## src/rtl/sync_fifo_flags_if.sv

```systemverilog
// sync_fifo_flags_if
//   Handshake and status bundle for the single-clock flagged FIFO.
//   master : producer/consumer side. It drives w_valid, w_data, r_ready,
//            flush and err_clr, and observes everything else.
//   slave  : FIFO side. It drives w_ready, r_valid, r_data, count,
//            almost_full, almost_empty, overflow and underflow.
interface sync_fifo_flags_if #(
  parameter int DATA_WIDTH = 8,
  parameter int DEPTH      = 16
);
  localparam int CW = $clog2(DEPTH) + 1;

  logic                  w_valid;
  logic [DATA_WIDTH-1:0] w_data;
  logic                  w_ready;
  logic                  r_ready;
  logic                  r_valid;
  logic [DATA_WIDTH-1:0] r_data;
  logic                  flush;
  logic                  err_clr;
  logic [CW-1:0]         count;
  logic                  almost_full;
  logic                  almost_empty;
  logic                  overflow;
  logic                  underflow;

  modport master (
    output w_valid, w_data, r_ready, flush, err_clr,
    input  w_ready, r_valid, r_data, count, almost_full, almost_empty,
           overflow, underflow
  );

  modport slave (
    input  w_valid, w_data, r_ready, flush, err_clr,
    output w_ready, r_valid, r_data, count, almost_full, almost_empty,
           overflow, underflow
  );
endinterface

```

## src/rtl/sync_fifo_flags.sv

```systemverilog
// sync_fifo_flags
//   Single-clock first-word-fall-through FIFO with occupancy count,
//   almost-full/almost-empty thresholds, synchronous flush and sticky
//   overflow/underflow error flags.
// Ports:
//   clk          : single clock, rising edge.
//   rst          : asynchronous active-high reset.
//   bus (slave)  : w_valid/w_data/w_ready  write handshake
//                  r_ready/r_valid/r_data  read handshake (r_data is 0 when empty)
//                  flush                   synchronous clear of contents
//                  err_clr                 synchronous clear of error flags
//                  count                   occupancy 0..DEPTH
//                  almost_full/almost_empty threshold flags
//                  overflow/underflow      sticky error flags
module sync_fifo_flags #(
  parameter int DATA_WIDTH    = 8,
  parameter int DEPTH         = 16,
  parameter int AFULL_THRESH  = DEPTH - 2,
  parameter int AEMPTY_THRESH = 2
) (
  input logic               clk,
  input logic               rst,
  sync_fifo_flags_if.slave  bus
);

  localparam int AW = $clog2(DEPTH);
  localparam int PW = AW + 1;
  localparam logic [PW-1:0] AF_T = PW'(AFULL_THRESH);
  localparam logic [PW-1:0] AE_T = PW'(AEMPTY_THRESH);

  logic [DATA_WIDTH-1:0] mem [DEPTH];
  logic [PW-1:0]         wptr;
  logic [PW-1:0]         rptr;
  logic [PW-1:0]         count;
  logic                  overflow;
  logic                  underflow;

  logic full;
  logic empty;
  logic wr_en;
  logic rd_en;
  logic ov_set;
  logic un_set;

  // Extra pointer MSB distinguishes full from empty when low bits match.
  assign empty = (wptr == rptr);
  assign full  = (wptr[PW-1] != rptr[PW-1]) && (wptr[AW-1:0] == rptr[AW-1:0]);

  // Flush overrides both handshakes in the same cycle.
  assign wr_en  = bus.w_valid && !full  && !bus.flush;
  assign rd_en  = bus.r_ready && !empty && !bus.flush;
  // A write dropped by flush is not an overflow.
  assign ov_set = bus.w_valid && full && !bus.flush;
  assign un_set = bus.r_ready && empty;

  // Storage is deliberately left out of reset.
  always_ff @(posedge clk) begin
    if (wr_en) mem[wptr[AW-1:0]] <= bus.w_data;
  end

  always_ff @(posedge clk or posedge rst) begin
    if (rst) begin
      wptr  <= '0;
      rptr  <= '0;
      count <= '0;
    end else if (bus.flush) begin
      wptr  <= '0;
      rptr  <= '0;
      count <= '0;
    end else begin
      if (wr_en) wptr <= wptr + 1'b1;
      if (rd_en) rptr <= rptr + 1'b1;
      case ({wr_en, rd_en})
        2'b10:   count <= count + 1'b1;
        2'b01:   count <= count - 1'b1;
        default: count <= count;
      endcase
    end
  end

  // Sticky error flags; a new violation beats err_clr in the same cycle.
  always_ff @(posedge clk or posedge rst) begin
    if (rst) begin
      overflow  <= 1'b0;
      underflow <= 1'b0;
    end else begin
      if (ov_set)           overflow  <= 1'b1;
      else if (bus.err_clr) overflow  <= 1'b0;
      if (un_set)           underflow <= 1'b1;
      else if (bus.err_clr) underflow <= 1'b0;
    end
  end

  assign bus.w_ready      = !full;
  assign bus.r_valid      = !empty;
  assign bus.r_data       = empty ? '0 : mem[rptr[AW-1:0]];
  assign bus.count        = count;
  assign bus.almost_full  = (count >= AF_T);
  assign bus.almost_empty = (count <= AE_T);
  assign bus.overflow     = overflow;
  assign bus.underflow    = underflow;

endmodule

```

## src/flat_wrapper.sv

```systemverilog
// flat-port wrapper written by rule: the top's interface ports become plain ports
module sync_fifo_flags_flat 
#(
  parameter int DATA_WIDTH    = 8,
  parameter int DEPTH         = 16,
  parameter int AFULL_THRESH  = DEPTH - 2,
  parameter int AEMPTY_THRESH = 2
)
  (clk, rst, bus_w_valid, bus_w_data, bus_r_ready, bus_flush, bus_err_clr, bus_w_ready, bus_r_valid, bus_r_data, bus_count, bus_almost_full, bus_almost_empty, bus_overflow, bus_underflow);
  sync_fifo_flags_if #(.DATA_WIDTH(DATA_WIDTH), .DEPTH(DEPTH)) bus_i ();
  input logic clk;
  input logic rst;
  input wire logic [$bits(bus_i.w_valid)-1:0] bus_w_valid;
  input wire logic [$bits(bus_i.w_data)-1:0] bus_w_data;
  input wire logic [$bits(bus_i.r_ready)-1:0] bus_r_ready;
  input wire logic [$bits(bus_i.flush)-1:0] bus_flush;
  input wire logic [$bits(bus_i.err_clr)-1:0] bus_err_clr;
  output wire logic [$bits(bus_i.w_ready)-1:0] bus_w_ready;
  output wire logic [$bits(bus_i.r_valid)-1:0] bus_r_valid;
  output wire logic [$bits(bus_i.r_data)-1:0] bus_r_data;
  output wire logic [$bits(bus_i.count)-1:0] bus_count;
  output wire logic [$bits(bus_i.almost_full)-1:0] bus_almost_full;
  output wire logic [$bits(bus_i.almost_empty)-1:0] bus_almost_empty;
  output wire logic [$bits(bus_i.overflow)-1:0] bus_overflow;
  output wire logic [$bits(bus_i.underflow)-1:0] bus_underflow;
  assign bus_i.w_valid = bus_w_valid;
  assign bus_i.w_data = bus_w_data;
  assign bus_i.r_ready = bus_r_ready;
  assign bus_i.flush = bus_flush;
  assign bus_i.err_clr = bus_err_clr;
  assign bus_w_ready = bus_i.w_ready;
  assign bus_r_valid = bus_i.r_valid;
  assign bus_r_data = bus_i.r_data;
  assign bus_count = bus_i.count;
  assign bus_almost_full = bus_i.almost_full;
  assign bus_almost_empty = bus_i.almost_empty;
  assign bus_overflow = bus_i.overflow;
  assign bus_underflow = bus_i.underflow;
  sync_fifo_flags #(.DATA_WIDTH(DATA_WIDTH), .DEPTH(DEPTH), .AFULL_THRESH(AFULL_THRESH), .AEMPTY_THRESH(AEMPTY_THRESH)) u_core (.clk(clk), .rst(rst), .bus(bus_i));
endmodule
```

## config.mk

```make
export PLATFORM = sky130hd
export DESIGN_NAME = sync_fifo_flags_flat
export DESIGN_NICKNAME = d
export VERILOG_FILES = /design/src/rtl/sync_fifo_flags_if.sv /design/src/rtl/sync_fifo_flags.sv /design/src/flat_wrapper.sv
export SDC_FILE = /design/constraint.sdc
export NUM_CORES = 1
export LEC_CHECK = 0
export ABC_AREA = 1
export CAP_MARGIN = 20
export CORE_UTILIZATION = 30
export CTS_CLUSTER_DIAMETER = 50
export DETAILED_ROUTE_END_ITERATION = 12
export MAX_ROUTING_LAYER = met4
export PLACE_DENSITY = 0.57
export SLEW_MARGIN = 10
export SYNTH_ARGS = -nofsm -noshare
export SYNTH_HDL_FRONTEND = slang
export SYNTH_SLANG_ARGS = --single-unit
```

## constraint.sdc

```tcl
create_clock -name clk -period 2.3 [get_ports clk]
set_clock_uncertainty 0.15 [all_clocks]
set_input_delay 0.345 -clock clk [delete_from_list [all_inputs] [get_ports clk]]
set_output_delay 0.345 -clock clk [all_outputs]
set_load 0.02 [all_outputs]
```

==> impl_results.md, run 1 <==
* Skew-Pair Late Insertion Delay at 0.42 ns
* Register area share after synthesis at 0.6885
* Total power at 6984 uW
* Antenna-violating nets left at 0
* Relative slew slack at 0.5434
* Post-Syn Nets at between 500 and 600
* Worst IR drop on VDD at ~0.56 mV
* Initial antenna violation count at 0
* Ys async rst share at 0.1172
* Syn. warnings at 0
* Post-route core utilization at 0.4145
* Total global routing overflow at 0
* # rows at 52
* WP data required at roughly 1.8 ns
* Die W at 145.8 um
* Setup crit start: u_core.rptr[0]$_DFFE_PP0P_
* CTS tree: done
* Number of global-route vias before repair at 4358
* EDFF count, synth at 128
* Filler instances at 1885
* Hold-fix buffers, CTS at 0
* Fraction of layout cells with a size suffix above 1 at 0.2930
* Max Cap Viol at 0
* CP startpoint kind: flop
* Die Ht at 145.8 um
* Post-DR wirelength/cell at 18.21 um
* Critical path endpoint category: output pin
* GRT Total Usage at 0.1641
* Clk buf depth at 2
* Power Density at 832.7 nW/um2
* Failing checks: negative setup slack
* DPL Wire Length at 10330 um
* Slew Viols, Final at 0
* DR vias/cell at 4.955
* Setup ws final at -0.2883 ns
* Final Hold Fails at 0
* Initial Utilization at 0.3065
* Worst-margin pin slew at 0.6828 ns
* Synth Area per Inst at roughly 12 um2
* Area Growth Syn to Fin at 35.25%
* HP Class: primary input to asynchronous set/reset pin
* Synth cell types at 37
* Synthesis-stage register bit count at 145
* Via count at 4534
* Sequential cell area at ~4300 um2
* Residual DRC at 0
* Mapped Area at 6201 um2
* # setup viols final at 11
* First-pass GRT wire length at 25250 um
* Fin nets at between 600 and 700
* Largest net degree at the start of global routing at 30
* Cell count after synthesis at ~520
* Outcome: finished, violations left
* PortBufs at 32
* Final wirelength at around 17000 um
* Multi-input logic area at 1901 um2
* TritonCTS buffer count at 17
* Root buf cell: clkbuf_16
* Worst Path Max Fanout at 8
* Final period demand of the worst path at 2.588 ns
* CTS Sinks at between 100 and 150
* Achievable frequency at 386.4 MHz
* Antenna diodes at 0
* P_leak at about 0.003 uW
* 1st-iter DRT viols at 415
* R2R Setup Slk at -0.11 ns
* Core area at a little over 20000 um2
* RePlAce Congestion at 0.8336
* IO Count at 33
* First drt pass iteration count at 5
* Worst r2r src: u_core.rptr[0]$_DFFE_PP0P_
* H-tree depth at 4
* Clk slew on worst S/H paths at 0.06 ns
* WS Path Type: flop to output pin
* Main synth FF type: edfxtp_1
* Die ar. at 21250 um2
* CP Data Arrival Time at approximately 2.1 ns
* Period Utilization, post-route at 1.125
* RSZ-0062 raised after global routing: true
## through the flow
step / worst slack (ns) / cells / instance area [um2] / hold WS [ns] / TNS (ns)
2_1_floorplan: 0.07966 / 522 / 6201 / 0.1211 / 0
3_3_place_gp: -0.3063 / 867 / 7365 / 0.3496 / -3.660
3_5_place_dp: -0.3189 / 867 / 7365 / 0.3719 / -2.851
4_1_cts: -0.3050 / 909 / 8168 / 0.1109 / -2.200
5_1_grt: -0.3591 / 915 / 8387 / 0.1422 / -4.198
6_report: -0.2883 / 915 / 8387 / 0.09095 / -2.204
## flip-flops by register name, indices dropped and copies added, names as in the netlist
name and count:
u_core.mem 128, u_core.bus.count 5, u_core.rptr 5, u_core.wptr 5, u_core.bus.overflow 1, u_core.bus.underflow 1
## worst max-delay path: stages, from the launching register on
cell       delay [ns]
dfrtp_2          0.49
inv_8            0.11
clkbuf_16        0.17
o21ai_1          0.16
o22ai_2          0.09
o211ai_1         0.28
a31oi_2          0.17
buf_4            0.19
## where the power goes
part / switching (uW) / leakage, uW / internal (uW)
logic: 832 / 0.00140 / 677
clock network: 1120 / 0.000259 / 1390
registers: 48.4 / 0.00138 / 2920
total: 2000 / 0.00304 / 4980
## kinds of logic after synthesis
| family | synth area share |
|---|---|
| AO/OA/AOI/OAI | 0.1241 |
| flip-flops | 0.6885 |
| XOR/XNOR | 0.002825 |
| buffers and inverters | 0.03148 |
| AND/OR/NAND/NOR | 0.1390 |
| adder cells (fa/ha/maj) | 0.01412 |
## layout by cell type, fill, tap and decap left out, types with 5 or more instances in the layout
cell	instances
buf_12	10
buf_16	5
buf_4	53
buf_6	22
clkbuf_16	18
clkdlybuf4s50_1	21
dfrtp_1	15
edfxtp_1	128
ha_1	7
inv_1	17
inv_2	6
inv_6	5
nand2_1	53
nand2_2	12
nand2_4	6
nand3_1	11
nor2_1	72
nor2_2	14
o211ai_1	5
o21ai_0	58
o21ai_1	19
o221ai_1	10
o22ai_1	18
## synthesized netlist by cell type, types with 2 or more instances
cell type / instances / area [um2]
nand2_4: 3 / 33.78
nand3_4: 3 / 52.55
o211ai_1: 5 / 37.54
nor2_2: 2 / 12.51
ha_1: 7 / 87.58
o221ai_1: 11 / 96.34
clkbuf_1: 21 / 78.83
a21oi_1: 4 / 20.02
a31oi_1: 8 / 50.05
nor2_4: 2 / 22.52
inv_2: 7 / 26.28
nand2_2: 7 / 43.79
nand3_1: 11 / 55.05
o21ai_0: 78 / 390.4
dfrtp_1: 17 / 425.4
nor3_1: 4 / 20.02
nand2_1: 61 / 229.0
nor2_1: 86 / 322.8
nor2_8: 2 / 40.04
o21ai_1: 2 / 10.01
inv_1: 18 / 67.56
edfxtp_1: 128 / 3844
o22ai_1: 21 / 131.4
## metal layers
| layer | GRT usage | vias up | routed length (um) |
|---|---|---|---|
| met4 | 0.05316 | 0 | 240 |
| met5 | - | - | 0 |
| met2 | 0.2545 | 146 | 8181 |
| met1 | 0.2102 | 2245 | 7266 |
| li1 | - | 2122 | - |
| met3 | 0.04075 | 21 | 972 |
## final cells by class
| class | count | area share |
|---|---|---|
| flip-flops and latches | 145 | 0.5093 |
| multi-input cells | 327 | 0.2266 |
| repair buffers | 114 | 0.1469 |
| clock buffers | 18 | 0.05117 |
| well taps | 270 | 0.04028 |
| inverters | 27 | 0.01358 |
| clock inverters | 14 | 0.01208 |
## repair_timing
action	in CTS	in global routing
endpoints found under the hold margin	0	0
buffers inserted	5	6
resized for setup	96	61
cloned	5	1
pin swaps	19	14
endpoints found under the setup margin	37	119
## worst paths after layout
kind,end,depth (start not counted)
setup / recovery,bus_r_data[2],7
hold / removal,u_core.rptr[3]$_DFFE_PP0P_,2
setup reg to reg,u_core.bus.count[4]$_DFFE_PP0P_,19
hold reg to reg,u_core.bus.underflow$_DFFE_PP0P_,2
max in group asynchronous,u_core.bus.count[1]$_DFFE_PP0P_,3
min in group clk,u_core.bus.underflow$_DFFE_PP0P_,2
(Power assumes the default switching activity.)
==> run 2: changes to the inputs <==
--- a/config.mk
+++ b/config.mk
@@ -10,8 +10,9 @@
 export CORE_UTILIZATION = 30
 export CTS_CLUSTER_DIAMETER = 50
 export DETAILED_ROUTE_END_ITERATION = 12
+export DONT_BUFFER_PORTS = 1
 export MAX_ROUTING_LAYER = met4
-export PLACE_DENSITY = 0.57
+export PLACE_DENSITY = 0.55
 export SLEW_MARGIN = 10
 export SYNTH_ARGS = -nofsm -noshare
 export SYNTH_HDL_FRONTEND = slang
==> run 2 against run 1 <==
The run still ends with negative setup slack left; design area fell by 3.1%; die area did not move; sequential cell count did not move; first-iteration DRC count down 19%; sequential share of layout area up 1.6 points; worst setup slack got worse by 0.014 ns; non-clock buffer count down 27; core utilization down 1.3 points; global-route usage shrank 1.1 points; sequential power increased by 1%.
==> impl_results.md, run 2 (synthesis gave the netlist of run 1 again) <==
* Clk buf depth at 2
* CTS Sinks at roughly 150
* Area Growth Syn to Fin at 31.05%
* Root buf cell: clkbuf_16
* Worst IR drop on VDD at about 0.41 mV
* Fraction of layout cells with a size suffix above 1 at 0.2573
* CTS tree: done
* Worst r2r path cells at 16
* Internal power of the cells at 5187 uW
* # rows at 52
* Fin nets at 626
* Core area at 20230 um2
* Relative slew slack at 0.5326
* Critical path endpoint category: output pin
* HP Class: primary input to flop
* H-tree depth at 4
* Setup TNS at -2.121 ns
* Final wirelength at 16100 um
* Sw frac at 0.2728
* Skew-Pair Late Insertion Delay at 0.42 ns
* RePlAce Congestion at just under 0.9
* Initial Utilization at 0.3065
* CP startpoint kind: flop
* GRT Total Usage at 0.1536
* Setup ws final at -0.3022 ns
* Worst Path Max Fanout at 11
* Worst-margin pin slew at 0.7003 ns
* IO Count at 33
* # setup viols final at 9
* RSZ-0062 raised after global routing: true
* P_leak at 0.002931 uW
* WS Path Type: flop to output pin
* Hold depth at 3
* Via count at 4398
* Max FFs per register at 128
* Final period demand of the worst path at 2.602 ns
* Largest net degree at the start of global routing at 45
* First drt pass iteration count at 5
* Residual DRC at 0
* Clk slew on worst S/H paths at 0.06 ns
* Power Density at roughly 900 nW/um2
* Antenna-violating nets left at 0
* CP Data Arrival Time at around 2.1 ns
* Achievable frequency at 384.3 MHz
* Clock share of power at 0.398
* Total global routing overflow at 0
* Slew Viols, Final at 0
* Initial antenna violation count at 0
* DR vias/cell at between 4 and 5
* Final instance area at 8127 um2
* Die ar. at 21250 um2
* Failing checks: negative setup slack
* TritonCTS buffer count at 17
* Final Hold Fails at 0
* First-pass GRT wire length at 23650 um
* Post-DR wirelength/cell at 18.13 um
* Period Utilization, post-route at 1.131
* Most common cell after layout, fill and taps aside: edfxtp_1
* 1st-iter DRT viols at between 300 and 400
* Seq pwr share at 0.423
* Die W at approximately 150 um
* PortBufs at 0
* Die Ht at 145.8 um
* Antenna diodes at 0
* Max Cap Viol at 0
* Post-place instance area at about 6800 um2
* Comb pwr share at 0.180
* DPL Wire Length at around 9300 um
* WP data required at ~1.8 ns
* Outcome: finished, violations left
* Hold slack at 0.02920 ns
* Most frequent cells in the layout: edfxtp_1, nor2_1, o21ai_0
* Switching power total at 1946 uW
* Number of global-route vias before repair at ~4200
==> run 2: layer usage <==
| layer | wire length (um) | vias up | track usage |
|---|---|---|---|
| met5 | 0 | - | - |
| met2 | 7846 | 145 | 0.2428 |
| met3 | 886 | 26 | 0.03950 |
| met1 | 6939 | 2167 | 0.1863 |
| li1 | - | 2060 | - |
| met4 | 425 | 0 | 0.06368 |
==> run 2: path summary, 6_finish.rpt <==
check	start	to	slack [ns]
max	u_core.rptr[0]$_DFFE_PP0P_	bus_r_data[6]	-0.30
min	bus_w_valid	u_core.wptr[1]$_DFFE_PP0P_	0.03
max reg2reg	u_core.rptr[1]$_DFFE_PP0P_	u_core.bus.count[4]$_DFFE_PP0P_	-0.03
min reg2reg	u_core.wptr[4]$_DFFE_PP0P_	u_core.wptr[4]$_DFFE_PP0P_	0.42
max in group asynchronous	rst	u_core.rptr[0]$_DFFE_PP0P_	1.19
min in group asynchronous	rst	u_core.rptr[4]$_DFFE_PP0P_	0.33
==> run 2: area by class of cell <==
| type | instances | area [um2] |
|---|---|---|
| multi-input combinational | 327 | 1848 |
| clock buffer | 18 | 429.2 |
| timing repair buffer | 87 | 950.9 |
| fill | 1871 | 12110 |
| inverter | 27 | 111.4 |
| clock inverter | 14 | 178.9 |
| sequential | 145 | 4270 |
| tap | 270 | 337.8 |
==> run 2: stage by stage <==
stage | total power [uW] | utilization | setup slack, ns | instances
2_1_floorplan | 3645 | - | 0.07966 | 522
3_3_place_gp | 3980 | 0.3383 | 0.01031 | 815
3_5_place_dp | 3996 | 0.3383 | -0.02222 | 815
4_1_cts | 6989 | 0.3847 | -0.3370 | 867
5_1_grt | 7381 | 0.4016 | -0.3628 | 888
6_report | 7134 | 0.4016 | -0.3022 | 888
==> run 2: critical path, cell delays in order, from the launching register on <==
cell and delay [ns]:
dfrtp_2 0.44, buf_6 0.16, clkbuf_16 0.18, o21ai_1 0.13, o22ai_1 0.09, o211ai_1 0.35, a31oi_1 0.15, buf_4 0.19
==> run 2: power by group through the flow <==
stage	Combinational (uW)	Clock, uW	Sequential (uW)
detailed placement	928	0	3070
floorplan	595	0	3050
global placement	915	0	3070
finish	1280	2840	3010
global route	1380	2980	3020
CTS	1100	2870	3010
==> run 2: repair_timing <==
action | in CTS | in global routing
hold buffers | 14 | 0
buffers inserted | 3 | 18
pin swaps | 4 | 27
hold endpoints to repair | 153 | 0
gates cloned | 3 | 3
setup endpoints to repair | 16 | 17
gates resized for setup | 16 | 46
==> run 3: changes to the inputs <==
--- a/config.mk
+++ b/config.mk
@@ -6,7 +6,6 @@
 export NUM_CORES = 1
 export LEC_CHECK = 0
 export ABC_AREA = 1
-export CAP_MARGIN = 20
 export CORE_UTILIZATION = 30
 export CTS_CLUSTER_DIAMETER = 50
 export DETAILED_ROUTE_END_ITERATION = 12
==> results of run 3 <==
Same layout as run 2: the final DEF is identical, and so are final timing and power.
==> edit 1 (config.mk and constraints of run 3) <==
`DATA_WIDTH` is set to 8 in 3 places; all go to 12.
--- a/src/rtl/sync_fifo_flags_if.sv
+++ b/src/rtl/sync_fifo_flags_if.sv
@@ -5,7 +5,7 @@
 //   slave  : FIFO side. It drives w_ready, r_valid, r_data, count,
 //            almost_full, almost_empty, overflow and underflow.
 interface sync_fifo_flags_if #(
-  parameter int DATA_WIDTH = 8,
+  parameter int DATA_WIDTH = 12,
   parameter int DEPTH      = 16
 );
   localparam int CW = $clog2(DEPTH) + 1;
--- a/src/rtl/sync_fifo_flags.sv
+++ b/src/rtl/sync_fifo_flags.sv
@@ -13,7 +13,7 @@
 //                  almost_full/almost_empty threshold flags
 //                  overflow/underflow      sticky error flags
 module sync_fifo_flags #(
-  parameter int DATA_WIDTH    = 8,
+  parameter int DATA_WIDTH    = 12,
   parameter int DEPTH         = 16,
   parameter int AFULL_THRESH  = DEPTH - 2,
   parameter int AEMPTY_THRESH = 2
--- a/src/flat_wrapper.sv
+++ b/src/flat_wrapper.sv
@@ -1,7 +1,7 @@
 // flat-port wrapper written by rule: the top's interface ports become plain ports
 module sync_fifo_flags_flat 
 #(
-  parameter int DATA_WIDTH    = 8,
+  parameter int DATA_WIDTH    = 12,
   parameter int DEPTH         = 16,
   parameter int AFULL_THRESH  = DEPTH - 2,
   parameter int AEMPTY_THRESH = 2
Interface: changed (resized bus_r_data and bus_w_data); port bits go from 33 to 41. No check against the original RTL was run, so the function may have changed too.
==> edit 1 against run 3 <==
- the flow still finishes with violations (setup timing)
- sequential cell count rose by 64
- routed wire length rose by 49%
- final area rose by 42%
- area after synthesis rose by 39%
- total power rose by 44%
- sequential power rose by 43%
- count of clock-buffer cells in the layout rose by 13
- utilization rose by 1.1 points
- die area rose by 39%
- worst setup slack got worse by 0.23 ns
- sequential share of layout area rose by 0.98 points
- fmax fell by 8.1%
- critical path type unchanged
- highest routed layer unchanged
==> edit 1: results (changes against run 3) <==
- Max reg flops: 192 (was 128)
- Total track usage: 16.0% (was 15.4%)
- Hpwl dp: 13.5 mm (was 9.32 mm)
- Failing checks: setup timing (unchanged)
- Layout cells sized above 1: 25.5% (was 25.7%)
- Routability cong.: 0.833 (was 0.892)
- YS warnings: 0 (unchanged)
- Clk_lat worst skew: 0.53 ns (was 0.42 ns)
- # setup viols final: 15 (was 9)
- First-pass GRT wire length: 34.1 mm (was 23.7 mm)
- Hold Crit Class: in -> reg (unchanged)
- VDD IR-drop max: 0.631 mV (was 0.413 mV)
- Largest net degree at the start of global routing: 54 (was 45)
- Register area share after synthesis: 71.8% (was 68.8%)
- CTS Root Cell: clkbuf_16 (unchanged)
- Clk buf depth: 3 (was 2)
- Top cells by area, synth: edfxtp_1, o21ai_0, nor2_1 (was edfxtp_1, dfrtp_1, o21ai_0)
- Crit path max fanout: 8 (was 11)
- Vias in the first global route: 5627 (was 4197)
- DR vias: 6022 (was 4398)
- Buffers added on ports: 0 (unchanged)
- Reg2reg setup slack: -0.13 ns (was -0.03 ns)
- Clk pin slew, worst setup/hold paths: 0.06 ns (about the same)
- Worst slew margin: 52.9% (was 53.3%)
- Initial DRC count: 514 (was 338)
- Synth cell types: 35 (was 37)
- Drc violations: 0 (unchanged)
- Status: finished, violations left (unchanged)
- Setup ws final: -0.531 ns (was -0.302 ns)
- Nets: 822 (was 626)
- Initial antenna violation count: 2 (was 0)
- Yosys top cell area share: 66.8% (was 62.0%)
- Mapped Nets: 721 (was 543)
- Drt wl/cell: 20.0 µm (was 18.1 µm)
- CTS Buf Count: 26 (was 17)
- Leak: 0.00400 µW (was 0.00293 µW)
- Net Sw Power: 2830 µW (was 1950 µW)
- Fill count: 2588 (was 1871)
- EDFF count, synth: 192 (was 128)
- Top post-synthesis cells by count: edfxtp_1, nor2_1, o21ai_0 (unchanged)
- Drt pass-1 iters: 5 (unchanged)
- Ys async rst share: 8.13% (was 11.7%)
- Hold_ws: 0.0234 ns (was 0.0292 ns)
- Htree depth: 1 (was 4)
edit 1: area by class of cell:
| cell class | instances | share of cell area [%] |
|---|---|---|
| Clock inverter | 17 | 1.61 |
| Tap cell | 378 | 4.09 |
| Multi-Input combinational cell | 423 | 21.3 |
| Inverter | 27 | 1.18 |
| Antenna cell | 2 | 0.0433 |
| Timing Repair Buffer | 110 | 12.4 |
| Clock buffer | 31 | 5.79 |
| Sequential cell | 209 | 53.5 |
edit 1: cells by family after synthesis:
| logic type | synth area share [%] |
|---|---|
| AOI/OAI and AO/OA | 12.5 |
| xor gates and xnor gates | 0.203 |
| and+or+nand+nor | 11.7 |
| adders and majority gates | 1.02 |
| DFF | 71.8 |
| buffers and inverters | 2.89 |
edit 1: repair_timing:
action / CTS / global route
hold endpoints to repair: 221 / 0
pin swaps: 4 / 31
endpoints found under the setup margin: 12 / 15
setup buffers: 2 / 13
cloned: 2 / 9
hold buffers: 18 / 0
gates resized for setup: 21 / 89
edit 1: final timing paths:
check / cells past startpoint / startpoint / endpoint
worst max-delay path: 11 / u_core.rptr[0] / bus_r_data[2]
worst min-delay path: 4 / bus_flush / u_core.rptr[2]
worst max register to register: 20 / u_core.rptr[0] / u_core.bus.count[4]
worst min register to register: 2 / u_core.wptr[4] / u_core.wptr[4]
max in group asynchronous: 2 / rst / u_core.rptr[1]
min in group asynchronous: 2 / rst / u_core.wptr[3]
edit 1: worst max-delay path, cell delays in order (launching register included):
cell	delay (ns)
dfrtp_2	0.44
buf_12	0.16
clkinv_16	0.07
nand2_4	0.05
nand2_4	0.08
nor2_4	0.04
nand3_4	0.08
buf_6	0.14
clkinvlp_4	0.17
clkbuf_16	0.23
a31oi_4	0.19
buf_6	0.15
edit 1: power groups by stage:
stage	sequential (µW)	combinational, µW	clock (µW)
6_report	4300	1950	3990
5_1_grt	4310	2090	4210
4_1_cts	4300	1480	4070
3_5_place_dp	4370	1280	0
3_3_place_gp	4370	1270	0
2_1_floorplan	4360	764	0
edit 1: per-stage QoR:
stage                     instances  area [µm²]  TNS (ns)  power, µW  setup slack [ns]
after floorplan                 696        8630         0       5130           0.00126
after global placement         1103        9720   -0.0329       5640           -0.0329
after detailed placement       1103        9720         0       5650            0.0355
after CTS                      1173       10900     -5.17       9840            -0.456
after global routing           1197       11600     -7.73      10600            -0.562
final                          1197       11600     -6.21      10200            -0.531
edit 1: per-layer routing:
metal,vias to the layer above,share of wire [%],track usage [%]
met3,40,6.0,2.81
met5,-,0,-
met2,190,48,25.3
met1,3013,44,21.1
li1,2779,-,-
met4,0,2.3,4.70
==> edit 2 (settings of run 3) <==
Without the edit above. Make the reset (`rst`) synchronous in 2 clocked blocks. Comments in the files are not updated.
--- a/src/rtl/sync_fifo_flags.sv
+++ b/src/rtl/sync_fifo_flags.sv
@@ -58,7 +58,7 @@
     if (wr_en) mem[wptr[AW-1:0]] <= bus.w_data;
   end
 
-  always_ff @(posedge clk or posedge rst) begin
+  always_ff @(posedge clk) begin
     if (rst) begin
       wptr  <= '0;
       rptr  <= '0;
@@ -79,7 +79,7 @@
   end
 
   // Sticky error flags; a new violation beats err_clr in the same cycle.
-  always_ff @(posedge clk or posedge rst) begin
+  always_ff @(posedge clk) begin
     if (rst) begin
       overflow  <= 1'b0;
       underflow <= 1'b0;
Formal check against the unedited RTL: differs if rst is asserted again (counterexample within 4 cycles, from zero or initial values and one cycle with rst high); with rst held inactive, the same outputs for 10 cycles.
==> edit 2 against run 3 <==
- the flow still finishes with violations (setup timing)
- critical endpoint is now bus_r_data[1]
- final area grew 2.7%
- count of clock-buffer cells in the layout is the same
- critical path type unchanged
- area after synthesis grew 5.5%
- fmax grew 8.7%
- worst setup slack gained 0.21 ns
- highest routed layer unchanged
- hold slack gained 0.017 ns
- sequential cell count grew 4
- routed wire length grew 0.80%
Power is not compared: it rests on default switching activity, and its combinational part moved more than twofold at a synthesized area within 25%.
==> edit 2: results (changes against run 3) <==
- Post-Place Setup Slack: -0.0453 ns (was -0.0222 ns)
- Largest net degree at the start of global routing: 44 (was 45)
- Hpwl dp: 9.53 mm (was 9.32 mm)
- XOR/XNOR Fraction of Synth Area: 1.45% (was 0.282%)
- Top post-synthesis cells by count: edfxtp_1, inv_1, nand2_1 (was edfxtp_1, nor2_1, o21ai_0)
- Initial DRC count: 391 (was 338)
- Fraction of area in multi-input gates: 23.5% (was 22.7%)
- Met3 usage: 3.72% (was 3.95%)
- Placed cells: 881 (was 815)
- Status: finished, violations left (unchanged)
- M1 wire length: 7.15 mm (was 6.94 mm)
- Register area share after synthesis: 65.2% (was 68.8%)
- Total track usage: 15.0% (was 15.4%)
- Routed length on met2: 7.88 mm (was 7.85 mm)
- R2r startpoint: u_core.wptr[0] (was u_core.rptr[1])
- Crit path max fanout: 16 (was 11)
- Hold Startpoint: rst (was bus_w_valid)
- Routability cong.: 0.836 (was 0.892)
- Setup ws final: -0.0946 ns (was -0.302 ns)
- CP peak stage delay: 0.36 ns (was 0.44 ns)
- ClkCell Share: 6.96% (was 7.48%)
- CP max stage cell: dfxtp_4 (was dfrtp_2)
- # setup viols final: 9 (unchanged)
- Met3 Wirelength: 960 µm (was 886 µm)
- Worst Max-Slew Pin Slew: 0.650 ns (was 0.700 ns)
- Adder-Cell Fraction of Synth Area: 1.53% (was 1.41%)
- Top cells by area, synth: edfxtp_1, dfxtp_1, inv_1 (was edfxtp_1, dfrtp_1, o21ai_0)
- Area growth syn-to-layout: 27.5% (was 31.1%)
- Final std cells w/o fill: 945 (was 888)
- Failing checks: setup timing (unchanged)
==> edit 2: changes by cell type in the layout (fill, tap and decap cells not counted), sizes merged, moves of 16 or more <==
cell,before,now
a21oi,4,54
buf,70,54
dfrtp,17,0
dfxtp,0,21
inv,30,95
nand3,15,63
nor2,92,29
o211ai,5,32
o21ai,80,37
o22ai,21,0
==> edit 2: what timing repair did <==
item | CTS | global route
gates resized for setup | 31 | 62
gates cloned | 1 | 5
pin swaps | 5 | 24
buffers inserted | 5 | 10
hold endpoints to repair | 136 | 0
endpoints found under the setup margin | 9 | 11
hold buffers | 12 | 0
==> edit 2: final timing paths <==
check	cells past startpoint	slack, ns	to
worst min-delay path	3	0.05	u_core.wptr[0]
worst min register to register	2	0.36	u_core.rptr[2]
worst max-delay path	8	-0.09	bus_r_data[1]
worst max register to register	18	0	u_core.bus.count[4]
==> edit 2: report_power, final <==
part	total (µW)	internal (µW)	switching, µW
clock	2720	1610	1110
combinational	355	138	218
sequential	2960	2940	20.1
total	6040	4690	1350
